==> config.mk <==
export PLATFORM = sky130hd
export DESIGN_NAME = des_block_sequencer
export DESIGN_NICKNAME = d
export VERILOG_FILES = /design/src/rtl/des_seq_pkg.sv /design/src/rtl/des_cbc_chain.sv /design/src/rtl/des_block_sequencer.sv
export SDC_FILE = /design/constraint.sdc
export NUM_CORES = 1
export LEC_CHECK = 0
export BUFFER_PORTS_ARGS = -buffer_cell sky130_fd_sc_hd__buf_2
export CAP_MARGIN = 10
export CELL_PAD_IN_SITES_DETAIL_PLACEMENT = 1
export CELL_PAD_IN_SITES_GLOBAL_PLACEMENT = 1
export CORE_MARGIN = 4
export CORE_UTILIZATION = 39
export CTS_CLUSTER_DIAMETER = 150
export DETAILED_ROUTE_END_ITERATION = 16
export GPL_TIMING_DRIVEN = 1
export PLACE_DENSITY = 0.79
export REMOVE_ABC_BUFFERS = 1
export SLEW_MARGIN = 15
export SYNTH_ARGS = -nofsm -noshare
export SYNTH_HDL_FRONTEND = slang
export SYNTH_HIERARCHICAL = 1
export SYNTH_SLANG_ARGS = --single-unit
export TNS_END_PERCENT = 10
==> constraint.sdc <==
create_clock -name clk -period 10.2 [get_ports clk]
set_input_delay 1.02 -clock clk [delete_from_list [all_inputs] [get_ports clk]]
set_output_delay 1.02 -clock clk [all_outputs]
set_load 0.02 [all_outputs]
==> src/rtl/des_seq_pkg.sv <==
// Shared types and helpers for the DES block sequencer: FSM states, block width
// and the per-block chaining mode captured at accept.
package des_seq_pkg;

    localparam int DES_BLOCK_W = 64;

    typedef enum logic [1:0] {
        IDLE  = 2'd0,
        ISSUE = 2'd1,
        WAIT  = 2'd2,
        OUT   = 2'd3
    } seq_state_t;

    typedef struct packed {
        logic cbc;
        logic decrypt;
    } seq_mode_t;

    // Conditional XOR used for both the pre-core and post-core chaining paths.
    function automatic logic [DES_BLOCK_W-1:0] xor_if(
        input logic                   en,
        input logic [DES_BLOCK_W-1:0] a,
        input logic [DES_BLOCK_W-1:0] b
    );
        xor_if = en ? (a ^ b) : a;
    endfunction

endpackage

==> src/rtl/des_cbc_chain.sv <==
// CBC chaining datapath: chain register, pre-core XOR for CBC encrypt,
// post-core XOR for CBC decrypt, and IV load / per-block chain update.
import des_seq_pkg::*;

module des_cbc_chain (
    input  logic                   clk,
    input  logic                   rst,
    input  logic                   load,
    input  logic [DES_BLOCK_W-1:0] iv,
    input  seq_mode_t              accept_mode,
    input  logic [DES_BLOCK_W-1:0] blk_in,
    input  logic                   update,
    input  seq_mode_t              mode,
    input  logic [DES_BLOCK_W-1:0] blk,
    input  logic [DES_BLOCK_W-1:0] core_result,
    output logic [DES_BLOCK_W-1:0] pre_data,
    output logic [DES_BLOCK_W-1:0] post_data
);

    logic [DES_BLOCK_W-1:0] chain_r;
    logic [DES_BLOCK_W-1:0] chain_eff_s;

    // An IV loaded in the accept cycle must already apply to the block being accepted.
    always_comb begin
        chain_eff_s = load ? iv : chain_r;
        pre_data    = xor_if(accept_mode.cbc & ~accept_mode.decrypt, blk_in, chain_eff_s);
        post_data   = xor_if(mode.cbc & mode.decrypt, core_result, chain_r);
    end

    // Chain register: IV load in IDLE, ciphertext feedback on block completion.
    always_ff @(posedge clk or posedge rst) begin
        if (rst) begin
            chain_r <= {DES_BLOCK_W{1'b0}};
        end else if (load) begin
            chain_r <= iv;
        end else if (update && mode.cbc) begin
            chain_r <= mode.decrypt ? blk : core_result;
        end else begin
            chain_r <= chain_r;
        end
    end

endmodule

==> src/rtl/des_block_sequencer.sv <==
// Initiator front end for DES_core: stream handshakes, one-cycle core command,
// completion wait with watchdog, and ECB/CBC chaining via des_cbc_chain.
import des_seq_pkg::*;

module des_block_sequencer #(
    parameter int TIMEOUT_CYCLES = 64
) (
    input  logic                   clk,
    input  logic                   rst,
    input  logic [DES_BLOCK_W-1:0] cfg_key,
    input  logic [DES_BLOCK_W-1:0] cfg_iv,
    input  logic                   cfg_cbc,
    input  logic                   cfg_decrypt,
    input  logic                   cfg_load,
    input  logic                   in_valid,
    output logic                   in_ready,
    input  logic [DES_BLOCK_W-1:0] in_data,
    output logic                   out_valid,
    input  logic                   out_ready,
    output logic [DES_BLOCK_W-1:0] out_data,
    output logic                   des_encipher_en,
    output logic                   des_decipher_en,
    output logic [DES_BLOCK_W-1:0] des_data,
    output logic [DES_BLOCK_W-1:0] des_key_in,
    input  logic                   desc_ready,
    input  logic [DES_BLOCK_W-1:0] desc_result,
    output logic                   busy,
    output logic                   timeout_err
);

    localparam int WD_W = $clog2(TIMEOUT_CYCLES + 1);
    localparam logic [WD_W-1:0] WD_LAST = WD_W'(TIMEOUT_CYCLES - 1);

    seq_state_t             state_r, state_s;
    seq_mode_t              mode_r, mode_in_s;
    logic [DES_BLOCK_W-1:0] blk_r, key_r, des_data_r, result_r;
    logic [DES_BLOCK_W-1:0] pre_s, post_s;
    logic [WD_W-1:0]        wd_r;
    logic                   in_ready_r, out_valid_r, busy_r, timeout_r;
    logic                   enc_r, dec_r;
    logic                   accept_s, load_s, done_s, expire_s;

    // Handshake qualifiers; desc_ready only counts while waiting on the core.
    always_comb begin
        mode_in_s.cbc     = cfg_cbc;
        mode_in_s.decrypt = cfg_decrypt;
        accept_s = (state_r == IDLE) && in_ready_r && in_valid;
        load_s   = (state_r == IDLE) && cfg_load;
        done_s   = (state_r == WAIT) && desc_ready;
        expire_s = (state_r == WAIT) && !desc_ready && (wd_r == WD_LAST);
    end

    // Next-state logic.
    always_comb begin
        state_s = state_r;
        case (state_r)
            IDLE:    state_s = accept_s ? ISSUE : IDLE;
            ISSUE:   state_s = WAIT;
            WAIT: begin
                if (done_s) begin
                    state_s = OUT;
                end else if (expire_s) begin
                    state_s = IDLE;
                end else begin
                    state_s = WAIT;
                end
            end
            OUT:     state_s = out_ready ? IDLE : OUT;
            default: state_s = IDLE;
        endcase
    end

    // State and registered outputs; the command pulse and core operands are
    // loaded on the accept edge so they are valid throughout the ISSUE cycle.
    always_ff @(posedge clk or posedge rst) begin
        if (rst) begin
            state_r     <= IDLE;
            mode_r      <= '0;
            blk_r       <= {DES_BLOCK_W{1'b0}};
            key_r       <= {DES_BLOCK_W{1'b0}};
            des_data_r  <= {DES_BLOCK_W{1'b0}};
            result_r    <= {DES_BLOCK_W{1'b0}};
            wd_r        <= {WD_W{1'b0}};
            in_ready_r  <= 1'b0;
            out_valid_r <= 1'b0;
            busy_r      <= 1'b0;
            timeout_r   <= 1'b0;
            enc_r       <= 1'b0;
            dec_r       <= 1'b0;
        end else begin
            state_r     <= state_s;
            in_ready_r  <= (state_s == IDLE);
            out_valid_r <= (state_s == OUT);
            busy_r      <= (state_s != IDLE);
            enc_r       <= accept_s && !cfg_decrypt;
            dec_r       <= accept_s && cfg_decrypt;
            if (accept_s) begin
                blk_r      <= in_data;
                key_r      <= cfg_key;
                mode_r     <= mode_in_s;
                des_data_r <= pre_s;
            end
            if (state_r == ISSUE) begin
                wd_r <= {WD_W{1'b0}};
            end else if (state_r == WAIT) begin
                wd_r <= wd_r + WD_W'(1);
            end
            if (done_s) begin
                result_r <= post_s;
            end
            if (load_s) begin
                timeout_r <= 1'b0;
            end else if (expire_s) begin
                timeout_r <= 1'b1;
            end
        end
    end

    des_cbc_chain u_chain (
        .clk         (clk),
        .rst         (rst),
        .load        (load_s),
        .iv          (cfg_iv),
        .accept_mode (mode_in_s),
        .blk_in      (in_data),
        .update      (done_s),
        .mode        (mode_r),
        .blk         (blk_r),
        .core_result (desc_result),
        .pre_data    (pre_s),
        .post_data   (post_s)
    );

    assign in_ready        = in_ready_r;
    assign out_valid       = out_valid_r;
    assign out_data        = result_r;
    assign des_encipher_en = enc_r;
    assign des_decipher_en = dec_r;
    assign des_data        = des_data_r;
    assign des_key_in      = key_r;
    assign busy            = busy_r;
    assign timeout_err     = timeout_r;

endmodule

==> impl_summary.txt <==
----------------------------------------------------
[Clock tree]
  H-tree depth ... 2
  Number of buffers inserted during clock tree synthesis ... 41
  Number of buffers on the longest clock path ... 3
  Root Driver ... clkbuf_16
  Post-CTS Hold Fix Bufs ... 0
  Number of gates resized after CTS ... 0
  Post CTS Setup Buffer Count ... 0
  Clock input transition at the sequential cells of the worst setup and hold paths ... 60 ps
  CTS sink count ... 337
  TritonCTS clock tree ... done
  Clock Latency Late Sink ... 560 ps

[Global route]
  Total routing usage reported by global routing ... 24.5%
  Global-route congestion overflow total ... 0
  Number of global-route vias before repair ... 15800
  Pin count of the biggest net entering global routing ... 128
  Number of antenna violations at the first check in global routing ... 8
  First-pass GRT wire length ... 87.8 mm

[Timing]
  Final Hold Viols ... 0
  Unrepaired setup endpoints after global routing ... false
  Max-slew violation count ... 0
  Clock skew after layout ... 15.8 ps
  Final period utilization ... 34.7%
  Fmax ... 282 MHz
  Final critical-path setup slack ... 6660 ps
  Slew headroom ... 29.9%
  Post-Route Hold Slack ... 469 ps
  Min cycle time layout ... 3540 ps
  Final setup violation count ... 0
  Transition time at the pin with the least slew margin ... 1050 ps
  Setup tns final ... 0 ps

[Cells and area]
  Number of nets in the layout ... 2468
  Post-route cell area ... 20200 µm²
  Layout cell share with drive strength beyond 1 ... 27.8%
  Number of fillers in the final layout ... 4912
  Area used by multi-input combinational logic ... 7240 µm²
  Seq. cell area ... 8440 µm²
  Post-synthesis to final-layout area growth ... 23.9%

[Routing]
  Iteration count of the initial detailed-routing pass ... 4
  Number of remaining DRC errors ... 0
  Drt wl/cell ... 20.3 µm
  Vias ... 14300
  Post-DR vias/cell ... 5.17
  Count of antenna-violating nets left after detailed routing ... 0
  Total wirelength of the detailed-routed design ... 56.2 mm
  Drt first-iter violations ... 725

[Status]
  Status ... finished clean

[Worst hold path]
  Min-delay src ... des_data[49]
  Class of the tightest hold or removal check ... flop to flop

[Worst setup path]
  Crit end category ... flop
  Type of element launching the critical path ... flop
  Required time of the critical path ... 10690 ps
  Cells traversed along the worst timing path ... inv_1 -> ha_1 -> and2_4 -> buf_4 -> nand2_1 -> a21oi_1 -> xor2_1 -> nand2_1 -> nand2_1
  Kind of critical path ... flop to flop
  CP max FO ... 99
  Slowest cell on crit path ... buf_4
  Cell family with most CP delay ... simple AND/OR/NAND/NOR gates
  Worst endpoint data arrival time ... 4030 ps
  Reg-to-reg startpoint ... state_r[1]
  Critical path startpoint ... state_r[1]
  Buf+Inv Stages, Crit Path ... 2
  Slowest stage delay, CP ... 850 ps
  Critical Path Most Common Cell ... nand2_1

[Power and ir drop]
  Power dissipated by switching net loads ... 2680 µW
  Post-layout power ... 6460 µW
  Sw Ratio ... 41.6%
  Share of power burned in the clock network ... 23.7%
  Worst supply voltage drop on vdd ... 191 µV
  Cell Pwr Density ... 320 nW/µm²
  Combinational Power Share ... 39.1%
  Pint ... 3770 µW
  Total leakage power ... 0.0102 µW
  Part of the total power dissipated in sequential elements ... 37.3%

[Logic synthesis]
  Synthesized flop and latch total ... 337
  Count of flip-flops with a built-in enable after synthesis ... 0
  Top FF cell, synth ... dfrtp_1
  Share of the synthesized area in the top cell type ... 51.7%
  Combined area of all synthesized cells ... 16300 µm²
  Most numerous cell in the Yosys netlist ... nand2_1
  Yosys warning total ... 6
  Share of synthesized area occupied by flip-flops and latches ... 51.7%
  Post-synthesis area per instance ... 9.08 µm²
  Yosys cell types ... 37
  Cell type with the highest aggregate area in the netlist ... dfrtp_1
  Instance count of the mapped netlist ... 1796
  Commonest cells in the synthesized netlist ... 713 x nand2_1, 337 x dfrtp_1, 69 x nor2_1, 67 x nand2b_1
  Top area cells in the synthesized netlist ... dfrtp_1 52%, nand2_1 16%, mux2_2 4.4%, xnor2_1 3.4%, xor2_1 3.4%
  Async set-or-reset flop fraction in the synthesized netlist ... 100%

[Placement]
  Worst slack at placement ... 6540 ps
  Number of buffers added on ports ... 461
  Placement-stage cell area ... 18800 µm²
  Placer's final routability congestion estimate ... 0.811
  Final HPWL from detailed placement ... 36.3 mm

[Die]
  Row cnt ... 74
  Overall die width ... 212 µm
  Core Region ... 41100 µm²
  Vert. Die Dim ... 212 µm
  Starting utilization of the core area ... 39.7%
  Die area ... 45200 µm²
  Number of top-level pins ... 462

[Job]
  Total of max-cap violations ... 0

----------------------------------------------------
-- power by group through the flow --
stage	clock network (µW)	logic [µW]	registers, µW
after global placement	0	2440	2380
after detailed placement	0	2540	2410
after global routing	1620	2790	2490
after CTS	1560	2550	2400
final	1530	2520	2410
after floorplan	0	1220	2790
-- flip-flops by register name, indices dropped and copies added, names as in the netlist --
| signal | cells |
|---|---|
| blk_r | 64 |
| in_ready | 1 |
| busy | 1 |
| timeout_err | 1 |
| out_valid | 1 |
| des_decipher_en | 1 |
| state_r | 2 |
| mode_r | 2 |
| u_chain/chain_r | 64 |
| des_key_in | 64 |
| des_encipher_en | 1 |
| out_data | 64 |
| des_data | 64 |
| wd_r | 7 |
-- cell type report --
type	count	area share (%)
Inverter	9	0.211
Antenna cell	5	0.0619
Multi-Input combinational cell	1337	35.8
Timing Repair Buffer	472	11.9
Clock inverter	16	1.05
Sequential cell	337	41.8
Clock buffer	59	5.86
Tap cell	532	3.29
-- metal layers --
layer / vias up / global-route usage [%] / share of wire (%)
li1: 6586 / - / -
met1: 7188 / 29.8 / 40
met4: 4 / 8.29 / 2.8
met5: - / 0 / 0.059
met2: 427 / 42.5 / 50
met3: 99 / 6.23 / 7.1
-- through the flow --
stage,cells,util [%]
after floorplan,1683,-
after global placement,2686,45.7
after detailed placement,2686,45.7
after CTS,2761,49.1
after global routing,2764,49.1
final,2767,49.1
-- cells by family (layout without fill, tap and decap cells) --
group	count (synthesis)	count (layout)	synth area share, %
AND/OR/NAND/NOR	931	931	23.8
flip-flops	337	337	51.7
AO/OA/AOI/OAI	206	206	8.45
XOR/XNOR	128	128	6.87
buffers and inverters	122	556	4.15
multiplexers	66	66	4.54
adder cells (fa/ha/maj)	6	6	0.460
other	0	5	0
-- worst reg2reg max path, cell delays in order, from the launching register on --
cell and delay, ps:
dfrtp_1 430, inv_1 130, ha_1 240, and2_4 780, buf_4 900, nand2_1 330, a21oi_1 240, xor2_1 230
nand2_1 100, nand2_1 90
-- placed cells by master (no fill, tap or decap), types with 10 or more instances in the layout --
cell type  instances
nand2_1          711
buf_2            461
dfrtp_1          336
nor2_1            69
nand2b_1          66
nor2b_1           65
a21oi_1           65
o31ai_1           65
mux2_2            64
xor2_1            64
xnor2_1           64
a211oi_1          64
clkbuf_16         41
buf_4             10
-- final timing paths --
check	depth (start not counted)	endpoint	slack (ps)
worst max-delay path	9	des_data[49]	6660
worst min-delay path	2	des_data[49]	470
worst max register to register	9	des_data[49]	6660
worst min register to register	2	des_data[49]	470
max in group asynchronous	3	mode_r[0]	7840
min in group asynchronous	3	u_chain/chain_r[0]	640
Note: power is estimated with default switching activity, not from simulation.
